**src/rtl/operand_display_controller.sv**
```systemverilog
// operand_display_controller: two operand registers, an 8-way ALU, a sequential
// shift-add-3 binary-to-BCD converter and active-low seven-segment drivers.

// Active-low seven-segment encoder for one BCD digit (bit order g..a).
module odc_seg7 (
  input  logic [3:0] d,
  input  logic       blank,
  output logic [6:0] seg
);
  // Decimal digit to segment pattern; non-decimal codes and blanked digits are dark.
  always_comb begin
    seg = 7'b1111111;
    if (!blank) begin
      case (d)
        4'd0: seg = 7'b1000000;
        4'd1: seg = 7'b1111001;
        4'd2: seg = 7'b0100100;
        4'd3: seg = 7'b0110000;
        4'd4: seg = 7'b0011001;
        4'd5: seg = 7'b0010010;
        4'd6: seg = 7'b0000010;
        4'd7: seg = 7'b1111000;
        4'd8: seg = 7'b0000000;
        4'd9: seg = 7'b0010000;
        default: seg = 7'b1111111;
      endcase
    end
  end
endmodule

module operand_display_controller #(
  parameter int WIDTH  = 8,
  parameter int DIGITS = 3
) (
  input  logic                  clk,
  input  logic                  reset,
  input  logic [WIDTH-1:0]      Ain,
  input  logic [WIDTH-1:0]      Bin,
  input  logic                  Sel,
  input  logic                  E,
  input  logic [2:0]            Operation,
  output logic [WIDTH-1:0]      A,
  output logic [WIDTH-1:0]      B,
  output logic                  Busy,
  output logic                  Valid,
  output logic                  Neg,
  output logic [4*DIGITS-1:0]   bcd,
  output logic [7*DIGITS-1:0]   HEX,
  output logic [6:0]            HEXSign
);
  localparam int R  = WIDTH + 1;
  localparam int BW = 4 * DIGITS;
  localparam int CW = $clog2(R + 1);

  function automatic longint pow10(input int n);
    longint p;
    p = 1;
    for (int i = 0; i < n; i++) p = p * 10;
    return p;
  endfunction

  // The display must be able to hold the largest R-bit result.
  if (pow10(DIGITS) <= ((longint'(1) << R) - 1)) begin : g_range_err
    $error("operand_display_controller: DIGITS too small for WIDTH");
  end

  typedef enum logic {IDLE, SHIFT} state_t;

  state_t        state;
  logic [R-1:0]  val, last_val, bin;
  logic          sgn, last_sgn;
  logic [BW-1:0] work, adj, work_nxt;
  logic [CW-1:0] cnt;

  // Operand registers: one operand per edge, chosen by Sel.
  always_ff @(posedge clk or posedge reset) begin
    if (reset) begin
      A <= '0;
      B <= '0;
    end else if (E) begin
      if (!Sel) A <= Ain;
      else      B <= Bin;
    end
  end

  // ALU: R-bit magnitude plus sign; only the subtract reports a sign.
  always_comb begin
    val = '0;
    sgn = 1'b0;
    case (Operation)
      3'd0: val = {1'b0, A};
      3'd1: val = {1'b0, B};
      3'd2: val = {1'b0, A} + {1'b0, B};
      3'd3: val = {1'b0, A ^ B};
      3'd4: begin
        sgn = (A < B);
        val = sgn ? {1'b0, B - A} : {1'b0, A - B};
      end
      3'd5: val = {1'b0, A & B};
      3'd6: val = {1'b0, A | B};
      3'd7: val = (A > B) ? {1'b0, A} : {1'b0, B};
      default: val = '0;
    endcase
  end

  // Double-dabble correction: any nibble >= 5 gets +3 before the shift.
  for (genvar i = 0; i < DIGITS; i++) begin : g_adj
    assign adj[4*i +: 4] = (work[4*i +: 4] >= 4'd5) ? work[4*i +: 4] + 4'd3
                                                    : work[4*i +: 4];
  end

  assign work_nxt = {adj[BW-2:0], bin[R-1]};

  // Conversion FSM: start when the ALU result differs from the last one
  // converted, run R shifts, then publish bcd/Neg with a one-cycle Valid.
  always_ff @(posedge clk or posedge reset) begin
    if (reset) begin
      state    <= IDLE;
      Busy     <= 1'b0;
      Valid    <= 1'b0;
      Neg      <= 1'b0;
      bcd      <= '0;
      last_val <= '0;
      last_sgn <= 1'b0;
      bin      <= '0;
      work     <= '0;
      cnt      <= '0;
    end else begin
      Valid <= 1'b0;
      case (state)
        IDLE: begin
          if ({val, sgn} != {last_val, last_sgn}) begin
            bin      <= val;
            work     <= '0;
            last_val <= val;
            last_sgn <= sgn;
            cnt      <= '0;
            Busy     <= 1'b1;
            state    <= SHIFT;
          end
        end
        SHIFT: begin
          work <= work_nxt;
          bin  <= {bin[R-2:0], 1'b0};
          cnt  <= cnt + 1'b1;
          if (cnt == CW'(R - 1)) begin
            bcd   <= work_nxt;
            Neg   <= last_sgn;
            Valid <= 1'b1;
            Busy  <= 1'b0;
            state <= IDLE;
          end
        end
        default: state <= IDLE;
      endcase
    end
  end

  // Leading-zero blanking: digit i>0 is dark when it and all higher digits are 0.
  logic [DIGITS-1:0] blank;
  for (genvar i = 0; i < DIGITS; i++) begin : g_dig
    if (i == 0) begin : g_lsd
      assign blank[i] = 1'b0;
    end else begin : g_hi
      assign blank[i] = ~|bcd[BW-1:4*i];
    end
    odc_seg7 u_seg (
      .d     (bcd[4*i +: 4]),
      .blank (blank[i]),
      .seg   (HEX[7*i +: 7])
    );
  end

  assign HEXSign = Neg ? 7'b0111111 : 7'b1111111;

endmodule
```
**config.mk**
```make
export PLATFORM = sky130hd
export DESIGN_NAME = operand_display_controller
export DESIGN_NICKNAME = d
export VERILOG_FILES = /design/src/rtl/operand_display_controller.sv
export SDC_FILE = /design/constraint.sdc
export NUM_CORES = 1
export LEC_CHECK = 0
export ABC_AREA = 1
export ABC_CLOCK_PERIOD_IN_PS = 5300
export BUFFER_PORTS_ARGS = -buffer_cell sky130_fd_sc_hd__buf_4
export CAP_MARGIN = 10
export CORE_MARGIN = 5
export CORE_UTILIZATION = 60
export CTS_BUF_LIST = sky130_fd_sc_hd__clkbuf_8
export DETAILED_ROUTE_END_ITERATION = 7
export PLACE_DENSITY_LB_ADDON = 0.25
export SYNTH_ARGS = -nofsm -noshare
export SYNTH_HDL_FRONTEND = slang
export SYNTH_HIERARCHICAL = 1
export SYNTH_SLANG_ARGS = --single-unit
```
**constraint.sdc**
```tcl
create_clock -name clk -period 5.3 [get_ports clk]
set_input_delay 0.53 -clock clk [delete_from_list [all_inputs] [get_ports clk]]
set_output_delay 0.53 -clock clk [all_outputs]
set_load 0.01 [all_outputs]
```
### Word-level counts from Yosys, hierarchy flattened

Memories as Yosys holds them, arrays and structs flattened.
Cells that the tools add are included.

* register bits: 67
* memory bits (read-only): 336
* bits of input ports: 23
* output and inout port bits: 59
* word-level logic and storage cells: 75
* memories: 3

* add/sub/neg operators: 7
* magnitude comparators: 5
* equal/unequal tests: 11
* multiplexer cells: 24
* bitwise operators: 5
* reduce and logical (&&, ||, !) cells: 8

Memory list
* (no name shown): words 16, width 7, read ports 1, clocked after memory_dff 0, wr ports 0, line 14 `case (d)`
* (no name shown): words 16, width 7, read ports 1, clocked after memory_dff 0, wr ports 0, line 14
* (no name shown): words 16, width 7, read ports 1, clocked after memory_dff 0, wr ports 0, line 14

Operators with widths (count)
* $pmux 9 s8: 1
* $pmux 12 s2: 1
* $mux 7: 3
* $pmux 9 s2: 1
* $mux 8: 2
* $sub 8x8->8: 2
* $eq 3x3->1 const B: 4
* $ge 4x3->1 const B: 3
* $mux 12: 1
* $mux 4: 3
* $ne 10x10->1: 1
* $reduce_and 2->1: 5
* $add 8x8->9: 1
* $mux 9: 1
* $add 4x2->4 const B: 2
* $and 8x8->8: 1
* $gt 8x8->1: 1
* $lt 8x8->1: 1
* $or 8x8->8: 1
* $pmux 4 s2: 1
* $reduce_or 8->1: 1
* $xor 8x8->8: 1
* $mux 1: 7
* $eq 3x2->1 const B: 2
* 11 further kinds: 13

### Logic depth before layout (Yosys ltp)

* depth after elaboration: 6
* gate-level depth with buffers: 22
* gate-level depth less buffers: 22

### Hierarchy

Netlist, hierarchy kept.

Modules (own cells, without submodules)
* operand_display_controller: times used 1, cells an instance 755, area an instance 5372.7 um2, sequential area each 1676.6 um2
* odc_seg7 (g_dig[1].u_seg ...): times used 2, cells an instance 37, area an instance 203.9 um2, sequential area each 0.0 um2
* odc_seg7 (g_dig[0].u_seg): times used 1, cells an instance 37, area an instance 209.0 um2, sequential area each 0.0 um2

### Least setup slack after synthesis

No wires, ideal clock.

* kind: register -> register
* start: register A[0]
* end: register bin[1]
* setup time: 117 ps
* data arrival time: 2613 ps
* required time: 5183 ps
* setup slack: 2570 ps
* stages on the path, launching flop included: 22
* buffers on the path: 1
* period minus slack after synthesis: 2730 ps
* path through: dfrtp_1 -> inv_1 -> ha_1 -> inv_1 -> fa_1 -> nand2_1 -> nand2_1 -> nand2_4 -> nand2_8 -> buf_6 -> nand3_2 -> nand3_1 -> nand3b_2 -> nand2_2 -> nand2_2 -> nand2_1 -> nor2_2 -> nand2_2 -> nor2_8 -> nand3_2 -> nand2_1 -> nand2_1

* word-level cells in the longest chain between the ends: 5
* elaborated cells between the ends (all ways): 16
* classes of those cells: 3 x add/sub; 2 x order compare; 2 x eq/ne; 6 x mux; 3 x bitwise

RTL lines
* from (decl): line 42 `output logic [WIDTH-1:0] A,`
* from (signal assigned): line 81 `if (!Sel) A <= Ain;`
* $sub 8x8->8 (tied with other cells): line 97 `val = sgn ? {1'b0, B - A} : {1'b0, A - B};`
* $mux 8 (on tied branches): line 97, 101
* $pmux 9 s8: line 90 `case (Operation)`
* $ne 10x10->1 / $mux 9 (equally long branches): line 132 `if ({val, sgn} != {last_val, last_sgn}) begin`
* $ne 2x2->1 (no line) / $pmux 9 s2 (equally long branches)
* to (signal assigned): line 133 `bin <= val;`
* to (signal assigned): line 144 `bin <= {bin[R-2:0], 1'b0};`
* to (decl): line 70 `logic [R-1:0] val, last_val, bin;`

Parallel ways exist; a longest one is shown, timed or not. The select of a mux whose other input is x is not followed.
A chain may end at the register's enable or synchronous reset.

### Final worst setup path

* start: register A[2]
* end: register bin[6]

The elaborated chain is that of the path after synthesis.

==> run summary <==
status: finished, final reports clean
Tightest Pin Transition: 858 ps
DRT iter0 DRCs: 569
WP buf/inv: 1
vias in the first global route: 5,424
unrepaired setup endpoints after global routing: false
area of the die: 12,100 um^2
clock tree buffer depth: 2
gp weighted congestion: 1.04
Setup-failing EPs final: 0
worst r2r src: A[2]
Via density: 5.49
worst reg2reg path endpoint: bin[6]
Final Critical Period: 3690 ps
Hold WS: 418 ps
Layout Skew: 7.92 ps
Syn Inst Count: 866
Mapped Area: 5990 um^2
Seq cells post-synth: 67
Crit path largest cell delay: 510 ps
crit path to: bin[6]
HP Class: input pin to asynchronous set/reset pin
# IOs: 82
largest net degree at the start of global routing: 68
Main synth FF type: dfrtp_1
Max-slew headroom: 42.8%
number of setup buffers added after CTS: 0
combinational family with the most area after synthesis: simple AND/OR/NAND/NOR gates
reg2reg setup slack: 1610 ps
Async S/R FF share, synth: 100%
Simple-Gate Fraction of Synth Area: 39.5%
Post-synth EDFFs: 0
drt drc: 0
CP startpoint: A[2]
Ys Warns: 6
DRT Pass-1 Iters: 5
PwrDens: 502 nW/um^2
WL/cell: 14.7 um
fin crit share: 69.6%
syn_area_per_cell: 6.92 um^2
Worst-Skew Late Latency: 350 ps
leak pwr: 3.78 nW
CP cell instances: inv_1, ha_1, nor2_1, nand2_1, nand2_1, nand2_4, nand2_8, nand2_2, nand2_1, nand3_1, nand3b_1, nand2_1, nand2_1, nand2_1, nor2_1, nand2_2, nor2_8, nand3_2, nand2_1, nand2_1
Max Cap Viol: 0
# fillers: 842
Placed Instances: 1,054
Clock transition at path regs: 80 ps
GRT overflow: 0
starting density of the core: 61.3%
die extent in x: 110 um
most common cell after layout, fill and taps aside: nand2_1
routed via count: 5,876
Non-Filler Instances: 1,070
class of the most critical setup path: flip-flop to flip-flop
worst path required time: 5530 ps
DP Wirelength: 12.0 mm
initial antenna violation count: 0
Max stage delay cell, worst path: ha_1
CTS sink cnt: 67
crit-path leading delay family: simple AND/OR/NAND/NOR gates
CTS root buffer: clkbuf_8
synth-to-layout area growth: 13.2%
crit path DAT: 3920 ps
FF/Latch Area: 1680 um^2
CTS HTree Levels: 3
CP startpoint kind: flip-flop
CTS tree: yes
CTS Buf Count: 9
Multi-input gate area: 3740 um^2
setup_tns: 0 ps
core area: 9770 um^2
post-synthesis xor/xnor area fraction: 1.90%
mux contribution to synthesized area: 0.501%
final hold vios: 0
post-synthesis compound-gate area fraction: 7.29%
reg2reg path depth: 20
Final ANT Viol Nets: 0
num rows: 36
layout cell share with drive strength beyond 1: 16.2%
maximum vdd drop: 283 uV
adder-cell share of the synthesized area: 12.7%
post_cts resized: 0
antenna fix cells: 0
Total Wirelength: 15.7 mm
Crit path top cell by count: nand2_1
first-pass GRT wire length: 26.1 mm
post-layout net count: 1,014
Slew Limit Fails: 0
most frequent cells in the layout: 277 x nand2_1, 96 x inv_1, 83 x nand3_1
Worst Path Max Fanout: 25
total track usage: 27.2%
# port buffers: 75
sequential area share after synthesis: 28.0%
fmax: 0.271 GHz
Post-Route Utilization: 69.4%
Crit. path cell count: 20
die height: 110 um
post-cts hold buffer count: 0
Netlist cell types: 50
CP endpoint kind: flip-flop
-- area by class of cell --
cell class | count | area share [%]
multi-input cells | 664 | 55.1
flip-flops and latches | 67 | 24.7
repair buffers | 77 | 8.53
inverters | 113 | 6.29
well taps | 133 | 2.45
clock buffers | 9 | 1.83
clock inverters | 7 | 1.02
-- state kept, by name, indices dropped and copies added, names as in the netlist --
name and count:
A 8, B 8, Busy 1, Neg 1
Valid 1, bcd 12, bin 9, cnt 4
last_sgn 1, last_val 9, state 1, work 12
-- Yosys cell counts, drive strengths merged (2+ instances only) --
cell type,number,area share [%]
nor3,5,0.42
or2,5,0.52
ha,56,12
nand3b,6,0.81
nand2,291,19
o22ai,2,0.21
fa,3,1.0
o21ai,22,1.8
mux2i,3,0.50
a21oi,46,4.0
dfrtp,67,28
buf,21,2.4
conb,2,0.13
nand3,87,7.7
nand4,41,4.5
xor2,12,1.8
inv,113,7.1
nor2,64,5.9
clkbuf,7,0.44
-- worst reg2reg max path, delay by kind of cell, from the launching register on --
family | cells | cell delay, ps
buf+inv | 1 | 150
flops | 1 | 450
simple gates | 18 | 2460
fa+ha+maj | 1 | 510
-- kinds of logic (layout without fill, tap and decap cells) --
| group | after synthesis | in the layout |
|---|---|---|
| multiplexers | 3 | 3 |
| buffers and inverters | 141 | 206 |
| AND/OR/NAND/NOR | 502 | 502 |
| flip-flops | 67 | 67 |
| XOR/XNOR | 13 | 13 |
| other | 2 | 8 |
| adder cells (fa/ha/maj) | 59 | 59 |
| AO/OA/AOI/OAI | 79 | 79 |
-- where the power goes --
part	switching [mW]	total (mW)	internal, mW	leakage (nW)
sequential	0.227	0.932	0.705	0.811
clock	0.208	0.425	0.216	0.101
combinational	1.25	2.04	0.797	2.86
total	1.68	3.40	1.72	3.78
-- worst min path at each step --
stage	slack [ps]	startpoint	cells past startpoint	end
finish	420	reset	3	B[0]
global route	440	Ain[4]	3	A[4]
CTS	420	Ain[3]	3	A[3]
detailed placement	480	Busy	2	Busy
global placement	480	last_val[3]	2	last_val[3]
floorplan	460	last_val[3]	2	last_val[3]
-- routing by layer --
| layer | GRT usage (%) | part of all wire (%) | vias up |
|---|---|---|---|
| met4 | 8.73 | 2.5 | 0 |
| met2 | 41.7 | 43 | 260 |
| met1 | 38.7 | 45 | 2681 |
| met5 | 0 | 0 | - |
| li1 | - | - | 2900 |
| met3 | 4.93 | 9.5 | 35 |
-- stage by stage --
stage	setup WS, ps	cell area, um^2	total power [mW]
final	1610	6780	3.40
after global placement	1810	6590	2.92
after floorplan	2570	6010	2.33
after global routing	1270	6780	3.73
after CTS	1660	6780	3.40
after detailed placement	1710	6590	2.97
(Power assumes the default switching activity.)
